`config.mk`:
```
export PLATFORM = sky130hd
export DESIGN_NAME = fetch_queue
export DESIGN_NICKNAME = d
export VERILOG_FILES = /design/src/rtl/fetch_queue_pkg.sv /design/src/rtl/fetch_queue_mem.sv /design/src/rtl/fetch_queue.sv
export SDC_FILE = /design/constraint.sdc
export NUM_CORES = 1
export LEC_CHECK = 0
export CORE_UTILIZATION = 51
export CTS_BUF_LIST = sky130_fd_sc_hd__clkbuf_4 sky130_fd_sc_hd__clkbuf_8
export DETAILED_ROUTE_END_ITERATION = 8
export PLACE_DENSITY = 0.81
export SLEW_MARGIN = 5
export SYNTH_ARGS = -nofsm -noshare
export SYNTH_HDL_FRONTEND = slang
export SYNTH_SLANG_ARGS = --single-unit
```
`constraint.sdc`:
```
create_clock -name clk -period 3.5 [get_ports clk]
set_input_delay 0.525 -clock clk [delete_from_list [all_inputs] [get_ports clk]]
set_output_delay 0.525 -clock clk [all_outputs]
set_load 0.03 [all_outputs]
```
`src/rtl/fetch_queue_pkg.sv`:
```
// Shared fetch/decode pipeline types: the queued (PC, instruction) pair and default sizing.
package fetch_queue_pkg;

    localparam int N_DEF     = 64;
    localparam int W_DEF     = 32;
    localparam int DEPTH_DEF = 4;

    typedef struct packed {
        logic [N_DEF-1:0] pc;
        logic [W_DEF-1:0] instr;
    } entry_t;

    localparam entry_t ENTRY_ZERO = '0;

endpackage

```
`src/rtl/fetch_queue_mem.sv`:
```
// Fetch queue storage: un-reset register array with one write port and a combinational read port.
module fetch_queue_mem
    import fetch_queue_pkg::*;
#(
    parameter int DEPTH = DEPTH_DEF,
    parameter int WIDTH = N_DEF + W_DEF,
    localparam int AW   = $clog2(DEPTH)
) (
    input  logic             clk,
    input  logic             we,
    input  logic [AW-1:0]    waddr,
    input  logic [WIDTH-1:0] wdata,
    input  logic [AW-1:0]    raddr,
    output logic [WIDTH-1:0] rdata
);

    logic [WIDTH-1:0] mem [DEPTH];

    always_ff @(posedge clk) begin
        if (we) mem[waddr] <= wdata;
    end

    assign rdata = mem[raddr];

endmodule

```
`src/rtl/fetch_queue.sv`:
```
// Instruction queue between fetch and decode; a taken branch (flush_Q) empties it at the next edge.
module fetch_queue
    import fetch_queue_pkg::*;
#(
    parameter int N     = N_DEF,
    parameter int W     = W_DEF,
    parameter int DEPTH = DEPTH_DEF,
    localparam int PW   = $clog2(DEPTH),
    localparam int CW   = $clog2(DEPTH) + 1
) (
    input  logic          clk,
    input  logic          reset,
    input  logic          valid_F,
    input  logic [N-1:0]  pc_F,
    input  logic [W-1:0]  instr_F,
    output logic          ready_F,
    output logic          valid_D,
    output logic [N-1:0]  pc_D,
    output logic [W-1:0]  instr_D,
    input  logic          ready_D,
    input  logic          flush_Q,
    output logic [CW-1:0] count_Q
);

    localparam logic [CW-1:0] FULL = CW'(DEPTH);

    logic [PW-1:0]  wr_ptr;
    logic [PW-1:0]  rd_ptr;
    logic [CW-1:0]  count;
    logic           push;
    logic           pop;
    logic [N+W-1:0] head;

    // Handshake readiness depends only on registered count, never on ready_D.
    assign ready_F = (count != FULL);
    assign valid_D = (count != '0);
    assign push    = valid_F & ready_F & ~flush_Q;
    assign pop     = valid_D & ready_D & ~flush_Q;
    assign count_Q = count;

    always_ff @(posedge clk or negedge reset) begin
        if (!reset) begin
            wr_ptr <= '0;
            rd_ptr <= '0;
            count  <= '0;
        end else if (flush_Q) begin
            wr_ptr <= '0;
            rd_ptr <= '0;
            count  <= '0;
        end else begin
            if (push) wr_ptr <= wr_ptr + PW'(1);
            if (pop)  rd_ptr <= rd_ptr + PW'(1);
            case ({push, pop})
                2'b10:   count <= count + CW'(1);
                2'b01:   count <= count - CW'(1);
                default: count <= count;
            endcase
        end
    end

    fetch_queue_mem #(
        .DEPTH (DEPTH),
        .WIDTH (N + W)
    ) u_mem (
        .clk   (clk),
        .we    (push),
        .waddr (wr_ptr),
        .wdata ({pc_F, instr_F}),
        .raddr (rd_ptr),
        .rdata (head)
    );

    // Empty queue drives zeros so stale storage never leaks to decode.
    assign pc_D    = valid_D ? head[N+W-1:W] : '0;
    assign instr_D = valid_D ? head[W-1:0]   : '0;

endmodule
```
==> summary.md <==
| Metric | Value |
|---|---|
| CTS Sinks | `391` |
| Synthesized area per cell | `22.39 sq um` |
| Register area | `11710 sq um` |
| Maxcap violations | `0` |
| FILL cells | `1912` |
| Routability Congestion | `0.7179` |
| Sw frac | `0.2697` |
| Area growth syn-to-layout | `25.13%` |
| M1 GR Usage | `0.2615` |
| Yosys Warn Count | `0` |
| Tightest Pin Transition | `566.8 ps` |
| Die H | `173.8 um` |
| Setup_tns | `0 ps` |
| Critical path class | `reg2out` |
| Status | `complete, no violations` |
| CP Data Required Time | `2970 ps` |
| Setup Fix Bufs, Post-CTS | `0` |
| Wirelength per Cell | `21.16 um` |
| Initial Utilization | `0.5213` |
| Dpl hpwl | `17020 um` |
| Worst Skew | `17.76 ps` |
| Main combinational cell family by area after synthesis | `multiplexers` |
| Initial DRC Count | `428` |
| First-pass DRT Iterations | `5` |
| Pwr dens | `615.0 nW/um^2` |
| CP bufs+invs | `2` |
| # resized after CTS | `0` |
| Area share of and/or/nand/nor cells after synthesis | `0.04815` |
| Synth unique cells | `35` |
| Nets | `1028` |
| Synth Net Count | `778` |
| Mux share of post-synthesis cell area | `0.1444` |
| TritonCTS clock tree | `yes` |
| Vias in the first global route | `7979` |
| Power Total | `0.01158 W` |
| Drt total wl | `28460 um` |
| Mapped Area | `15040 sq um` |
| Count leader, synth | `edfxtp_1` |
| Final setup fails | `0` |
| Vias per cell | `5.457` |
| Compound-cell area share of the yosys netlist | `0.007651` |
| Post-synth EDFFs | `384` |
| CTS Root Cell | `clkbuf_8` |
| Residual DRC | `0` |
| CTS max path bufs | `3` |
| Die W | `173.8 um` |
| Fin crit share | `0.9509` |
| Max VDD drop | `0.0003762 V` |
| Final min period | `3328 ps` |
| Top cells by area, synth | `edfxtp_1, mux4_2, and2_1` |
| Internal power | `0.008455 W` |
| Ys flop type | `edfxtp_1` |
| Clk pwr share | `0.298` |
| Insertion delay to the later sink of the worst-skew pair | `580 ps` |
| Cells after Synth | `672` |
| Hold WC Path Type | `in2async` |
| FF+latch count, synth | `391` |
| Area of the multi-input gates | `3119 sq um` |
| Busiest grt layer | `met2` |
| Maximum fanout along the worst path | `40` |
| Fraction of layout cells with a size suffix above 1 | `0.2263` |
| Crit path launch type | `register` |
| Top-area cell type share of the netlist area | `0.7665` |
| First-pass GRT wire length | `44280 um` |
| Max-slew violation count | `0` |
| Adder-cell share of the synthesized area | `0.004657` |
| Combinational fraction of design power | `0.238` |
| Max frequency | `300.5 MHz` |
| Row cnt | `62` |
| Met2 GRT Util | `0.3145` |
| I/O pin cnt | `202` |
| Antenna-violating nets left | `0` |
| Psw | `0.003122 W` |
| Number of port buffers | `201` |
| Total Routing Usage GR | `0.1932` |
| P_leak | `5.992 nW` |
| FFs w/ async S/R, synth | `0.01790` |
| Largest net degree at the start of global routing | `63` |
| Core Area | `28860 sq um` |
| Min Hold Slack | `212.4 ps` |
| Worst-path cell chain | `buf_12 -> mux4_2 -> and2_1 -> clkdlybuf4s50_1` |
| Die ar. | `30190 sq um` |
| Reg clk slew, reported paths | `60 ps` |
| RSZ-0062 raised after global routing | `false` |
| Slew headroom | `0.6189` |
| Critical path capture point type | `primary output` |
| Post-synthesis sequential area ratio | `0.7781` |
| Vias | `7339` |
| M3 GR Usage | `0.04715` |
| Worst Path Arrival | `2800 ps` |
| Hold Vio Cnt, Final | `0` |
| TritonCTS Buffers | `61` |
| Slowest CP cell | `dfrtp_4` |
| Post-synth top area cell | `edfxtp_1` |
| Top cells by count, synth | `edfxtp_1, and2_1, mux4_2` |
| GRT overflow | `0` |
| # hold bufs at CTS | `0` |
| XOR/XNOR share of the synthesized area | `0.001747` |
| H-tree depth | `2` |
| Initial antenna violation count | `3` |
| CP peak stage delay | `730 ps` |
| CP top delay family | `buffers and inverters` |
| Sequential share of power | `0.463` |
-- per-layer routing --
layer  part of all wire  vias to the layer above
met5            0.00046                        -
met4              0.015                        2
met3              0.069                       45
met2               0.50                      275
met1               0.42                     3757
li1                   -                     3260
-- kinds of logic (layout without fill, tap and decap cells) --
group                    after synthesis  after routing
multiplexers                          97             97
AO/OA/AOI/OAI                         16             16
flip-flops                           391            391
AND/OR/NAND/NOR                      117            117
buffers and inverters                 43            330
XOR/XNOR                               3              3
other                                  0              2
adder cells (fa/ha/maj)                5              5
-- through the flow --
step	instances	cell area [sq um]	util	setup slack, ps
global route	1344	18820	0.6523	14.99
floorplan	672	15050	-	596.7
global placement	1243	17720	0.6142	769.7
finish	1345	18830	0.6524	172.0
detailed placement	1243	17720	0.6142	737.2
CTS	1343	18820	0.6522	90.63
-- worst paths after layout --
check                       startpoint          endpoint  slack [ps]  depth (start not counted)
setup / recovery             rd_ptr[1]          pc_D[42]         170                          4
hold / removal                   reset        count_Q[0]         210                          1
setup reg to reg            count_Q[0]        count_Q[1]        1090                          7
hold reg to reg              wr_ptr[1]         wr_ptr[1]         610                          2
max in group asynchronous        reset         rd_ptr[1]        2990                          1
min in group clk           instr_F[28]  u_mem.mem[0][28]         570                          1
-- flip-flops by register name, summed over array words and instances (netlist names) --
name / cells
u_mem.mem: 384
count_Q: 3
rd_ptr: 2
wr_ptr: 2
-- power groups by stage --
stage                     Clock (W)  Combinational (W)  Sequential [W]
after floorplan                   0            0.00171         0.00545
after global placement            0            0.00277         0.00545
after detailed placement          0            0.00280         0.00546
after global routing        0.00375            0.00293         0.00538
final                       0.00345            0.00276         0.00536
after CTS                   0.00356            0.00280         0.00537
-- layout make-up --
class                      instances  area share
antenna                            2   0.0002659
clock buffer                      84     0.05443
clock inverter                    16    0.003788
inverter                           5   0.0009969
multi-input combinational        238      0.1657
sequential                       391      0.6222
tap                              384     0.02552
timing repair buffer             225      0.1271
-- placed cells by master (no fill, tap or decap), drive strengths merged, types with 2 or more instances in the layout --
master | netlist | final
clkbuf | 14 | 84
diode | 0 | 2
nand3b | 2 | 2
clkinv | 0 | 15
and2 | 100 | 100
o311ai | 2 | 2
edfxtp | 384 | 384
a31oi | 2 | 2
buf | 24 | 24
nor3 | 2 | 2
nand3 | 2 | 2
a21oi | 3 | 3
ha | 4 | 4
nor2 | 5 | 5
o21ai | 2 | 2
xor2 | 3 | 3
inv | 5 | 5
mux4 | 96 | 96
dfrtp | 7 | 7
clkdlybuf4s50 | 0 | 201
-- worst register-to-register path: cells and delay by family (launching register included) --
kind | cells | cell delay (ps)
flops | 1 | 370
simple gates | 1 | 130
compound gates | 4 | 1140
buf+inv | 1 | 180
fa+ha+maj | 1 | 520
(Power assumes the default switching activity.)
